===== config.mk =====
export PLATFORM = sky130hd
export DESIGN_NAME = strike_source_flat
export DESIGN_NICKNAME = d
export VERILOG_FILES = /design/src/rtl/strike_source_pkg.sv /design/src/rtl/strike_source_if.sv /design/src/rtl/strike_source_rise_detect.sv /design/src/rtl/strike_source.sv /design/src/flat_wrapper.sv
export SDC_FILE = /design/constraint.sdc
export NUM_CORES = 1
export LEC_CHECK = 0
export CORE_MARGIN = 2
export CORE_UTILIZATION = 55
export CTS_CLUSTER_SIZE = 30
export DETAILED_ROUTE_END_ITERATION = 12
export PLACE_DENSITY_LB_ADDON = 0.15
export SYNTH_ARGS = -nofsm -noshare
export SYNTH_HDL_FRONTEND = slang
export SYNTH_SLANG_ARGS = --single-unit
export TNS_END_PERCENT = 10

===== constraint.sdc =====
create_clock -name clock -period 4 [get_ports clock]
set_input_delay 1.2 -clock clock [delete_from_list [all_inputs] [get_ports clock]]
set_output_delay 1.2 -clock clock [all_outputs]
set_load 0.1 [all_outputs]

===== src/rtl/strike_source_pkg.sv =====
// rtl/strike_source_pkg.sv - shared 27 MHz-derived timing constants
package strike_source_pkg;

  // 100 ms at 27 MHz
  localparam int HOLDOFF_CYCLES_100MS = 2700000;

endpackage


===== src/rtl/strike_source_if.sv =====
// rtl/strike_source_if.sv - mistake collection / strike issue bundle
interface strike_source_if #(
  parameter int NUM_MODULES = 4
);
  logic [NUM_MODULES-1:0] mistake;
  logic [NUM_MODULES-1:0] enable;
  logic                   exploded;
  logic                   strike;
  logic                   buzzer;
  logic [NUM_MODULES-1:0] pending;

  modport master (
    output mistake, enable, exploded,
    input  strike, buzzer, pending
  );

  modport slave (
    input  mistake, enable, exploded,
    output strike, buzzer, pending
  );
endinterface


===== src/rtl/strike_source_rise_detect.sv =====
// rtl/strike_source_rise_detect.sv - registered rising-edge detector
// prev always loads the live level, so a level already high at reset release never looks like an edge.
module strike_source_rise_detect #(
  parameter int WIDTH = 4
) (
  input  logic             clock,
  input  logic             reset,
  input  logic [WIDTH-1:0] level,
  output logic [WIDTH-1:0] rise
);
  logic [WIDTH-1:0] prev;

  always_ff @(posedge clock) begin
    prev <= level;
  end

  assign rise = level & ~prev & ~{WIDTH{reset}};
endmodule


===== src/rtl/strike_source.sv =====
// rtl/strike_source.sv - turns per-module mistake edges into spaced single strike pulses
module strike_source
  import strike_source_pkg::*;
#(
  parameter int NUM_MODULES = 4,
  parameter int HOLDOFF     = HOLDOFF_CYCLES_100MS,
  parameter int CNT_W       = 22
) (
  input  logic           clock,
  input  logic           reset,
  strike_source_if.slave bus
);
  localparam logic [0:0] ST_IDLE    = 1'b0;
  localparam logic [0:0] ST_HOLDOFF = 1'b1;

  logic [0:0]             state;
  logic [CNT_W-1:0]       count;
  logic                   strike;
  logic                   buzzer;
  logic [NUM_MODULES-1:0] pending;
  logic [NUM_MODULES-1:0] sample;
  logic [NUM_MODULES-1:0] rise;
  logic [NUM_MODULES-1:0] lowest;
  logic [NUM_MODULES-1:0] kept;

  assign sample = bus.mistake & bus.enable;

  strike_source_rise_detect #(.WIDTH(NUM_MODULES)) u_rise (
    .clock (clock),
    .reset (reset),
    .level (sample),
    .rise  (rise)
  );

  // one-hot of the lowest set pending bit; that module is issued first
  assign lowest = pending & (~pending + NUM_MODULES'(1));
  // a rise on the same edge as the issue re-sets the bit, so the OR comes last
  assign kept   = (state == ST_IDLE) ? (pending & ~lowest) : pending;

  always_ff @(posedge clock) begin
    if (reset) begin
      state   <= ST_IDLE;
      count   <= '0;
      strike  <= 1'b0;
      buzzer  <= 1'b0;
      pending <= '0;
    end else if (bus.exploded) begin
      state   <= ST_IDLE;
      count   <= '0;
      strike  <= 1'b0;
      buzzer  <= 1'b0;
      pending <= '0;
    end else begin
      case (state)
        ST_IDLE: begin
          if (pending != '0) begin
            strike <= 1'b1;
            buzzer <= 1'b1;
            count  <= CNT_W'(HOLDOFF - 1);
            state  <= ST_HOLDOFF;
          end else begin
            strike <= 1'b0;
            buzzer <= 1'b0;
          end
        end
        default: begin
          strike <= 1'b0;
          if (count != '0) begin
            count <= count - 1'b1;
          end else begin
            buzzer <= 1'b0;
            state  <= ST_IDLE;
          end
        end
      endcase
      pending <= kept | rise;
    end
  end

  assign bus.strike  = strike;
  assign bus.buzzer  = buzzer;
  assign bus.pending = pending;
endmodule


===== src/flat_wrapper.sv =====
// flat-port wrapper written by rule: the top's interface ports become plain ports
module strike_source_flat import strike_source_pkg::*;
#(
  parameter int NUM_MODULES = 4,
  parameter int HOLDOFF     = HOLDOFF_CYCLES_100MS,
  parameter int CNT_W       = 22
)
  (clock, reset, bus_mistake, bus_enable, bus_exploded, bus_strike, bus_buzzer, bus_pending);
  strike_source_if #(.NUM_MODULES(NUM_MODULES)) bus_i ();
  input  logic clock;
  input  logic reset;
  input wire logic [$bits(bus_i.mistake)-1:0] bus_mistake;
  input wire logic [$bits(bus_i.enable)-1:0] bus_enable;
  input wire logic [$bits(bus_i.exploded)-1:0] bus_exploded;
  output wire logic [$bits(bus_i.strike)-1:0] bus_strike;
  output wire logic [$bits(bus_i.buzzer)-1:0] bus_buzzer;
  output wire logic [$bits(bus_i.pending)-1:0] bus_pending;
  assign bus_i.mistake = bus_mistake;
  assign bus_i.enable = bus_enable;
  assign bus_i.exploded = bus_exploded;
  assign bus_strike = bus_i.strike;
  assign bus_buzzer = bus_i.buzzer;
  assign bus_pending = bus_i.pending;
  strike_source #(.NUM_MODULES(NUM_MODULES), .HOLDOFF(HOLDOFF), .CNT_W(CNT_W)) u_core (.clock(clock), .reset(reset), .bus(bus_i));
endmodule

* Yosys cells after proc, flatten, opt, wreduce, memory -nomap -nowiden
Index checks and enable logic that the tools add are counted.
** Storage, ports and cells
- Word-level logic and storage cells :: 35
- Flip-flop bits (word level) :: 33
- Input port bits :: 11
- Output and inout bits :: 6
** Cells by class
- Equality and inequality tests :: 2
- Add/subtract/negate cells :: 2
- Reductions and logical operators :: 6
- Bitwise operators :: 10
- Mux-type cells :: 9
** Operators with widths (number)
- 22-bit two-way mux :: 3
- 22-bit nonzero test :: 1
- 22-bit by 1-bit subtractor with 22-bit output (second input constant) :: 1
- 4-bit AND :: 5
- 4-bit NOT :: 4
- 1-bit two-way mux :: 5
- 4-bit by 1-bit adder with 4-bit output (second input constant) :: 1
- 4-bit two-way mux :: 1
- 2-bit inequality test (second input constant) :: 2
- 4-bit bitwise OR :: 1
- 4-bit nonzero test :: 1
- 3-bit OR reduction :: 1
- 2-bit AND reduction :: 1
- 2-bit nonzero test :: 1
- 2-bit OR reduction :: 1

* Depth between registers and ports, before layout
Gate-level depths: netlist (run 1).
- Depth after elaboration :: 7
- Gate-level depth with buffers :: 7
- Mapped depth without buffers :: 7

* Cells and area by module
From an unflattened synthesis (run 1), not the netlist that was laid out.
** Second synthesis, totals
- Cells, all modules :: 170
- Area, all modules :: 1526.5 um^2
** Modules (own cells, without submodules)
- strike_source :: cells each 162, sequential area each 580.6 um^2, instances 1, area each 1411.4 um^2
- strike_source_rise_detect :: cells each 8, sequential area each 80.1 um^2, instances 1, area each 115.1 um^2

* Worst setup path before layout (run 1)
No wires, ideal clock.
- Path type :: input -> register
- Start :: input port reset
- End :: register u_core.count[11]
- Path buffers :: 1
- Arrival :: 2166 ps
- Required time :: 3937 ps
- Stages on the path :: 5
- Path slack :: 1771 ps
- Library setup time :: 63 ps
- Cells stage by stage :: or2_2 clkbuf_1 nor2_1 nor4b_1 nand3b_1
** Between the ends
- Longest elaborated chain between the ends :: 1
** Ends and longest elaborated chain
- start: declaration :: line flat_wrapper.sv:11 : input logic reset;
- 2-bit OR reduction (no source line)
- end signal: assignment :: line strike_source.sv:59 : count <= CNT_W'(HOLDOFF - 1);
- end signal: assignment :: line strike_source.sv:69 : count <= count - 1'b1;
- end: declaration :: line strike_source.sv:17 : logic [CNT_W-1:0] count;
No other way between the ends.
A chain may end at the register's enable or synchronous reset.

* Final worst setup path (run 1)
- Start :: register u_core.pending[2] (netlist: u_core.bus.pending[2])
- End :: output port bus_pending[2]
** RTL lines
- start: declaration :: line strike_source.sv:20 : logic [NUM_MODULES-1:0] pending;
- start signal: assignment :: line strike_source.sv:76 : pending <= kept | rise;
- end: declaration :: line flat_wrapper.sv:17 : output wire logic [$bits(bus_i.pending)-1:0] bus_pending;
No word-level cell between the ends.

==> run_results.csv, run 1 <==
group,metric,value,unit
routing,wirelength,3557,um
global_route,grt_max_degree,25,
global_route,grt.overflow.total,0,
synth,synth_seq_area_share,42.11,%
setup_path,cp_max_fo,5,
clocking,cts.htree.levels,2,
clocking,clkSinkCount,33,
setup_path,crit_buf_inv,1,
placed_design,numPortBuffers,16,
die,start_util,57.39,%
clocking,cts_root_buf,"clkbuf_4",
routing,routedWlPerCell,15.67,um
routing,vias_per_cell,6.256,
power,power_density,455.9,nW/um^2
setup_path,critPathLaunchType,"flop",
clocking,clk_path_buf_depth,2,
setup_path,worstPathCellList,"clkdlybuf4s50_1",
clocking,postCtsHoldBufs,0,
synth,yosysMostFrequentCell,"dfxtp_1",
synth,netlist_area,1569,um^2
die,dieWidth,57.41,um
routing,drt-initial-drc-count,80,
min_path,hp-class,"flop to flop",
sta,fin_crit,3.107,ns
die,core,2734,um^2
die,die_h,57.41,um
placed_design,dp_slack,1.071,ns
synth,synth_flop_cell,"dfxtp_1",
routing,vias,1420,
sta,setup_ws,0.8930,ns
power,power_leakage,0.6082,nW
run_status,outcome,"complete, no violations",
synth,yosysTopAreaCell,"dfxtp_1",
setup_path,cp.required,2.80,ns
synth,synth_cell_type_count,44,
sta,hold_violations,0,
clocking,worstSkewPairLatency,0.33,ns
sta,hold_slack,0.4591,ns
clocking,cts_resized,0,
setup_path,endpoint_kind,"output port",
sta,maxSlewViolCount,0,
synth,synthTopCellsByCount,"dfxtp_1 (33), a21oi_1 (18), nor2_1 (14)",
setup_path,critPathArrivalTime,1.91,ns
clocking,clk_pin_slew_worst_paths,0.10,ns
synth,yosysWarnings,0,
die,boundaryPins,17,
global_route,grt_pass1_vias,1390,
setup_path,critPathKind,"flop to output port",
setup_path,cp_num_cells,1,
die,die_area,3296,um^2
sta,fmax,0.3219,GHz
cells_and_area,area_delta_synth_final,13.88,%
clocking,cts_inserted_buffers,5,
global_route,grt_pass1_wl,6175,um
synth,async_flop_share,0,%
synth,yosys.area.top_type_share,42.11,%
synth,ys_top_cells_by_area,"dfxtp_1 (42%), a21oi_1 (5.7%), nor2_1 (3.3%)",
synth,syn-instance-count,179,
setup_path,reg2reg_slack,1.51,ns
sta,tns,0,ns
sta,setup_viol,0,
synth,avgSynthCellArea,8.765,um^2
setup_path,rr_worst_depth,7,
sta,rsz0062_at_grt,"no",
sta,worst_slew_pin_slew,0.9783,ns
setup_path,cp-endpoint,"bus_pending[2]",
synth,synth-edff-count,0,
sta,period_share,77.67,%
synth,syn-num-nets,191,
cells_and_area,post_route_cells_drive_above_1_share,7.653,%
global_route,grt.total_usage,24.47,%
setup_path,slowest_stage,"clkdlybuf4s50_1",
synth,ys_ff_latch,33,
placed_design,gp_congestion,0.7912,
cells_and_area,antennaDiodeCount,0,
setup_path,max_stage_delay,1.17,ns
setup_path,worstSetupStartpoint,"u_core.bus.pending[2]",
clocking,tritoncts,"built",
setup_path,path_delay_family,"buffers and inverters",
sta,slew_headroom,34.57,%
die,std_cell_rows,19,
placed_design,detailed_place_hpwl,2463,um
sta,finClkSkew,0.01066,ns
routing,drt-pass1-iter-count,4,
global_route,grt_antenna_before_repair,0,
routing,drc_errors,0,
cells_and_area,fin_nets,207,
clocking,post-cts-setup-buffers,0,
job,drv_cap,0,
setup_path,r2r-end,"u_core.count[20]",
setup_path,reg2reg_from,"u_core.count[0]",
routing,antenna_left,0,
power,ir_worst_vdd,0.3029,mV
==> flip-flops by register name, summed over array words and instances, names as in the netlist <==
register / cells
u_core.u_rise.prev: 4
u_core.bus.pending: 4
u_core.bus.strike: 1
u_core.count: 22
u_core.state: 1
u_core.bus.buzzer: 1
==> placed cells by master, fill, tap and decap left out, types with 2 or more instances in the layout <==
cell type | synthesis | routed
a21o_1 | 4 | 4
inv_1 | 9 | 9
xnor2_1 | 2 | 2
dfxtp_1 | 33 | 33
o21ai_1 | 3 | 3
o211ai_1 | 5 | 5
o21ai_0 | 2 | 2
xor2_1 | 4 | 4
or4_4 | 3 | 3
clkbuf_1 | 6 | 2
nand2b_1 | 4 | 4
nor4_1 | 5 | 5
a31oi_1 | 7 | 7
clkdlybuf4s50_1 | 0 | 16
or4_1 | 3 | 3
nand3_1 | 8 | 8
nand2_1 | 10 | 10
o31ai_1 | 3 | 3
clkbuf_4 | 0 | 5
or3_1 | 3 | 3
nor3_1 | 6 | 6
nor2_1 | 14 | 14
and2_1 | 4 | 4
a22oi_1 | 2 | 2
a21oi_1 | 18 | 18
==> routing by layer <==
metal	up-vias	global-route usage, %	share of wire (%)
li1	704	-	-
met2	41	38.96	49
met3	7	8.617	5.4
met1	668	28.86	44
met4	0	12.96	1.6
met5	-	0	0
==> kinds of logic after synthesis <==
| kind of cell | synth area share [%] |
|---|---|
| buf+inv | 4.306 |
| xor+xnor | 3.349 |
| compound gates | 23.45 |
| flops | 42.11 |
| simple gates | 26.00 |
| fa+ha+maj | 0.7973 |
==> final cells by class <==
| cell class | instances | area [um^2] |
|---|---|---|
| inverters | 9 | 33.78 |
| clock inverters | 1 | 7.507 |
| multi-input cells | 130 | 840.8 |
| repair buffers | 16 | 160.2 |
| flip-flops and latches | 33 | 660.6 |
| fillers | 242 | 947.2 |
| clock buffers | 7 | 45.04 |
| well taps | 31 | 38.79 |
==> metrics by stage <==
| step | power, mW | utilization, % | cell area (um^2) | cells |
|---|---|---|---|---|
| floorplan | 0.5866 | - | 1569 | 179 |
| global placement | 0.6260 | 63.43 | 1734 | 219 |
| detailed placement | 0.6338 | 63.43 | 1734 | 219 |
| CTS | 0.8132 | 65.35 | 1787 | 227 |
| global route | 0.8615 | 65.35 | 1787 | 227 |
| finish | 0.8145 | 65.35 | 1787 | 227 |
==> where the power goes <==
| part | switching [mW] | total (mW) | internal (mW) | leakage (nW) |
|---|---|---|---|---|
| registers | 0.0254 | 0.376 | 0.351 | 0.269 |
| clock network | 0.112 | 0.182 | 0.0693 | 0.0255 |
| logic | 0.168 | 0.257 | 0.0884 | 0.314 |
==> how the worst min path moves through the flow <==
stage,start,end,slack (ns),cells past startpoint
3_5_place_dp,u_core.bus.buzzer,u_core.bus.buzzer,0.45,2
2_1_floorplan,u_core.count[15],u_core.count[15],0.45,1
5_1_grt,u_core.bus.buzzer,u_core.bus.buzzer,0.51,2
4_1_cts,u_core.bus.buzzer,u_core.bus.buzzer,0.46,2
3_3_place_gp,u_core.bus.buzzer,u_core.bus.buzzer,0.45,2
6_report,u_core.bus.buzzer,u_core.bus.buzzer,0.46,2
No activity file was read; power rests on OpenSTA's default activity.
==> run 2, diff against run 1 <==
==> constraint.sdc (replaced) <==
create_clock -name clock -period 3.2 [get_ports clock]
set_input_delay 0.96 -clock clock [delete_from_list [all_inputs] [get_ports clock]]
set_output_delay 0.96 -clock clock [all_outputs]
set_load 0.1 [all_outputs]
==> run 2 against run 1 <==
  * Critical endpoint is now u_core.count[21]
  * Critical path type is now flop to flop
  * Flip-flop and latch count unchanged
  * First-iteration DRC count down 25%
  * Die area unchanged
  * Cell area down 0.91%
  * Sequential power up 24%
  * Global-route usage down 0.91 points
  * Cell count unchanged
  * Clock skew about the same
  * Clock-buffer cell count down 1
  * Power up 25%
==> run_results.csv, run 2 (same netlist as run 1, synthesis figures left out) <==
group,metric,value,unit
setup_path,reg2reg_from,"u_core.count[0]",
sta,hold_violations,0,
power,power.internal,0.6315,mW
die,boundaryPins,17,
cells_and_area,largest_register,"u_core.count",
routing,routedWlPerCell,15.60,um
clocking,tritoncts,"built",
cells_and_area,final_area,1770,um^2
setup_path,rr_worst_depth,7,
power,seqPwrFrac,45.8,%
min_path,hold_start,"u_core.u_rise.prev[3]",
clocking,cts.htree.levels,2,
sta,slew_headroom,50.36,%
setup_path,critPathKind,"flop to flop",
power,ir_worst_vdd,0.3867,mV
clocking,clk_pin_slew_worst_paths,0.10,ns
clocking,worstSkewPairLatency,0.35,ns
die,start_util,57.39,%
power,switching_share,38.16,%
sta,maxSlewViolCount,0,
run_status,outcome,"complete, no violations",
setup_path,cp_max_fo,8,
power,power_leakage,0.6265,nW
cells_and_area,post_route_cells_drive_above_1_share,11.22,%
cells_and_area,final_cell_mix,"dfxtp_1 (33), a21oi_1 (18), nor2_1 (14)",
die,die_h,57.41,um
setup_path,r2r-end,"u_core.count[21]",
placed_design,gp_congestion,0.8406,
clocking,post-cts-setup-buffers,0,
routing,vias_per_cell,6.256,
power,power_density,576.8,nW/um^2
power,pwr-share-clk,22.4,%
setup_path,critPathLaunchType,"flop",
clocking,cts_resized,0,
setup_path,endpoint_kind,"flop",
setup_path,reg2reg_slack,0.68,ns
job,drv_cap,0,
cells_and_area,largest_reg_flops,22,
routing,drt-pass1-iter-count,4,
placed_design,numPortBuffers,16,
die,die_area,3296,um^2
setup_path,critPathArrivalTime,2.72,ns
sta,period_share,78.67,%
sta,hold_slack,0.4867,ns
sta,worst_slew_pin_slew,0.7430,ns
sta,rsz0062_at_grt,"no",
routing,drt-initial-drc-count,60,
die,dieWidth,57.41,um
clocking,clkSinkCount,33,
clocking,cts_root_buf,"clkbuf_4",
sta,finClkSkew,0.01036,ns
min_path,hold_depth,2,
routing,drc_errors,0,
global_route,grt.total_usage,23.56,%
cells_and_area,fin_nets,207,
routing,wirelength,3541,um
power,p_switching,0.3897,mW
clocking,cts_inserted_buffers,5,
global_route,grt_pass1_vias,1386,
min_path,hp-class,"flop to flop",
placed_design,place_area,1719,um^2
clocking,clk_path_buf_depth,2,
cells_and_area,largestRegisters,"u_core.count (22), u_core.bus.pending (4), u_core.u_rise.prev (4)",
routing,vias,1420,
cells_and_area,antennaDiodeCount,0,
sta,tns,0,ns
global_route,grt.overflow.total,0,
cells_and_area,layout.cells.most_common,"dfxtp_1",
sta,fmax,0.3972,GHz
power,p_comb_share,31.8,%
sta,fin_crit,2.517,ns
die,std_cell_rows,19,
cells_and_area,final_util,64.76,%
setup_path,cp.required,3.40,ns
global_route,grt_max_degree,25,
sta,setup_viol,0,
clocking,postCtsHoldBufs,0,
min_path,min_to,"u_core.bus.pending[3]",
die,core,2734,um^2
global_route,grt_antenna_before_repair,0,
global_route,grt_pass1_wl,5920,um
routing,antenna_left,0,
cells_and_area,area_delta_synth_final,12.84,%
placed_design,detailed_place_hpwl,2475,um
run 2: cell types whose count changed in the layout (fill, tap and decap cells not counted), sizes merged:
cell,previous run,this run
buf,0,6
clkdlybuf4s50,16,10
clkinv,0,2
clkbuf,7,6
clkinvlp,1,0
run 2: metrics by stage:
step           setup slack, ns  instances  power (mW)
2_1_floorplan            1.165        179      0.7332
3_3_place_gp            0.6242        219      0.7794
3_5_place_dp            0.4645        219      0.7928
4_1_cts                 0.6783        227       1.025
5_1_grt                 0.5087        227       1.074
6_report                0.6826        227       1.021
run 2: worst max-delay path by stage:
stage	depth (start not counted)	start	slack [ns]	to
2_1_floorplan	6	u_core.count[13]	1.16	u_core.count[21]
3_3_place_gp	5	reset	0.62	u_core.count[11]
3_5_place_dp	5	reset	0.46	u_core.count[11]
4_1_cts	7	u_core.count[0]	0.68	u_core.count[21]
5_1_grt	7	u_core.count[0]	0.51	u_core.count[21]
6_report	7	u_core.count[0]	0.68	u_core.count[21]
run 2: layer usage:
layer  track usage (%)  share of wire (%)
met2             37.18                 48
met5                 0                  0
met3             7.256                5.8
met4             13.62                2.8
met1             28.25                 43
run 2: critical path, cell delays in order, from the launching register on:
cell and delay [ns]:
dfxtp_1 0.37, inv_1 0.07, ha_1 0.16, nor3b_1 0.62, nand3_1 0.53, o2111ai_4 0.39
or3_1 0.15, a31oi_1 0.09
run 2: power groups by stage:
stage | clock (mW) | combinational, mW | sequential [mW]
2_1_floorplan | 0 | 0.251 | 0.482
3_3_place_gp | 0 | 0.305 | 0.475
3_5_place_dp | 0 | 0.316 | 0.477
4_1_cts | 0.236 | 0.321 | 0.468
5_1_grt | 0.251 | 0.351 | 0.471
6_report | 0.229 | 0.325 | 0.468
run 2: final cells by class:
type	count	area, um^2
well taps	31	38.79
fillers	239	963.4
clock buffers	6	41.29
multi-input cells	130	840.8
clock inverters	2	10.01
repair buffers	16	145.1
flip-flops and latches	33	660.6
inverters	9	33.78
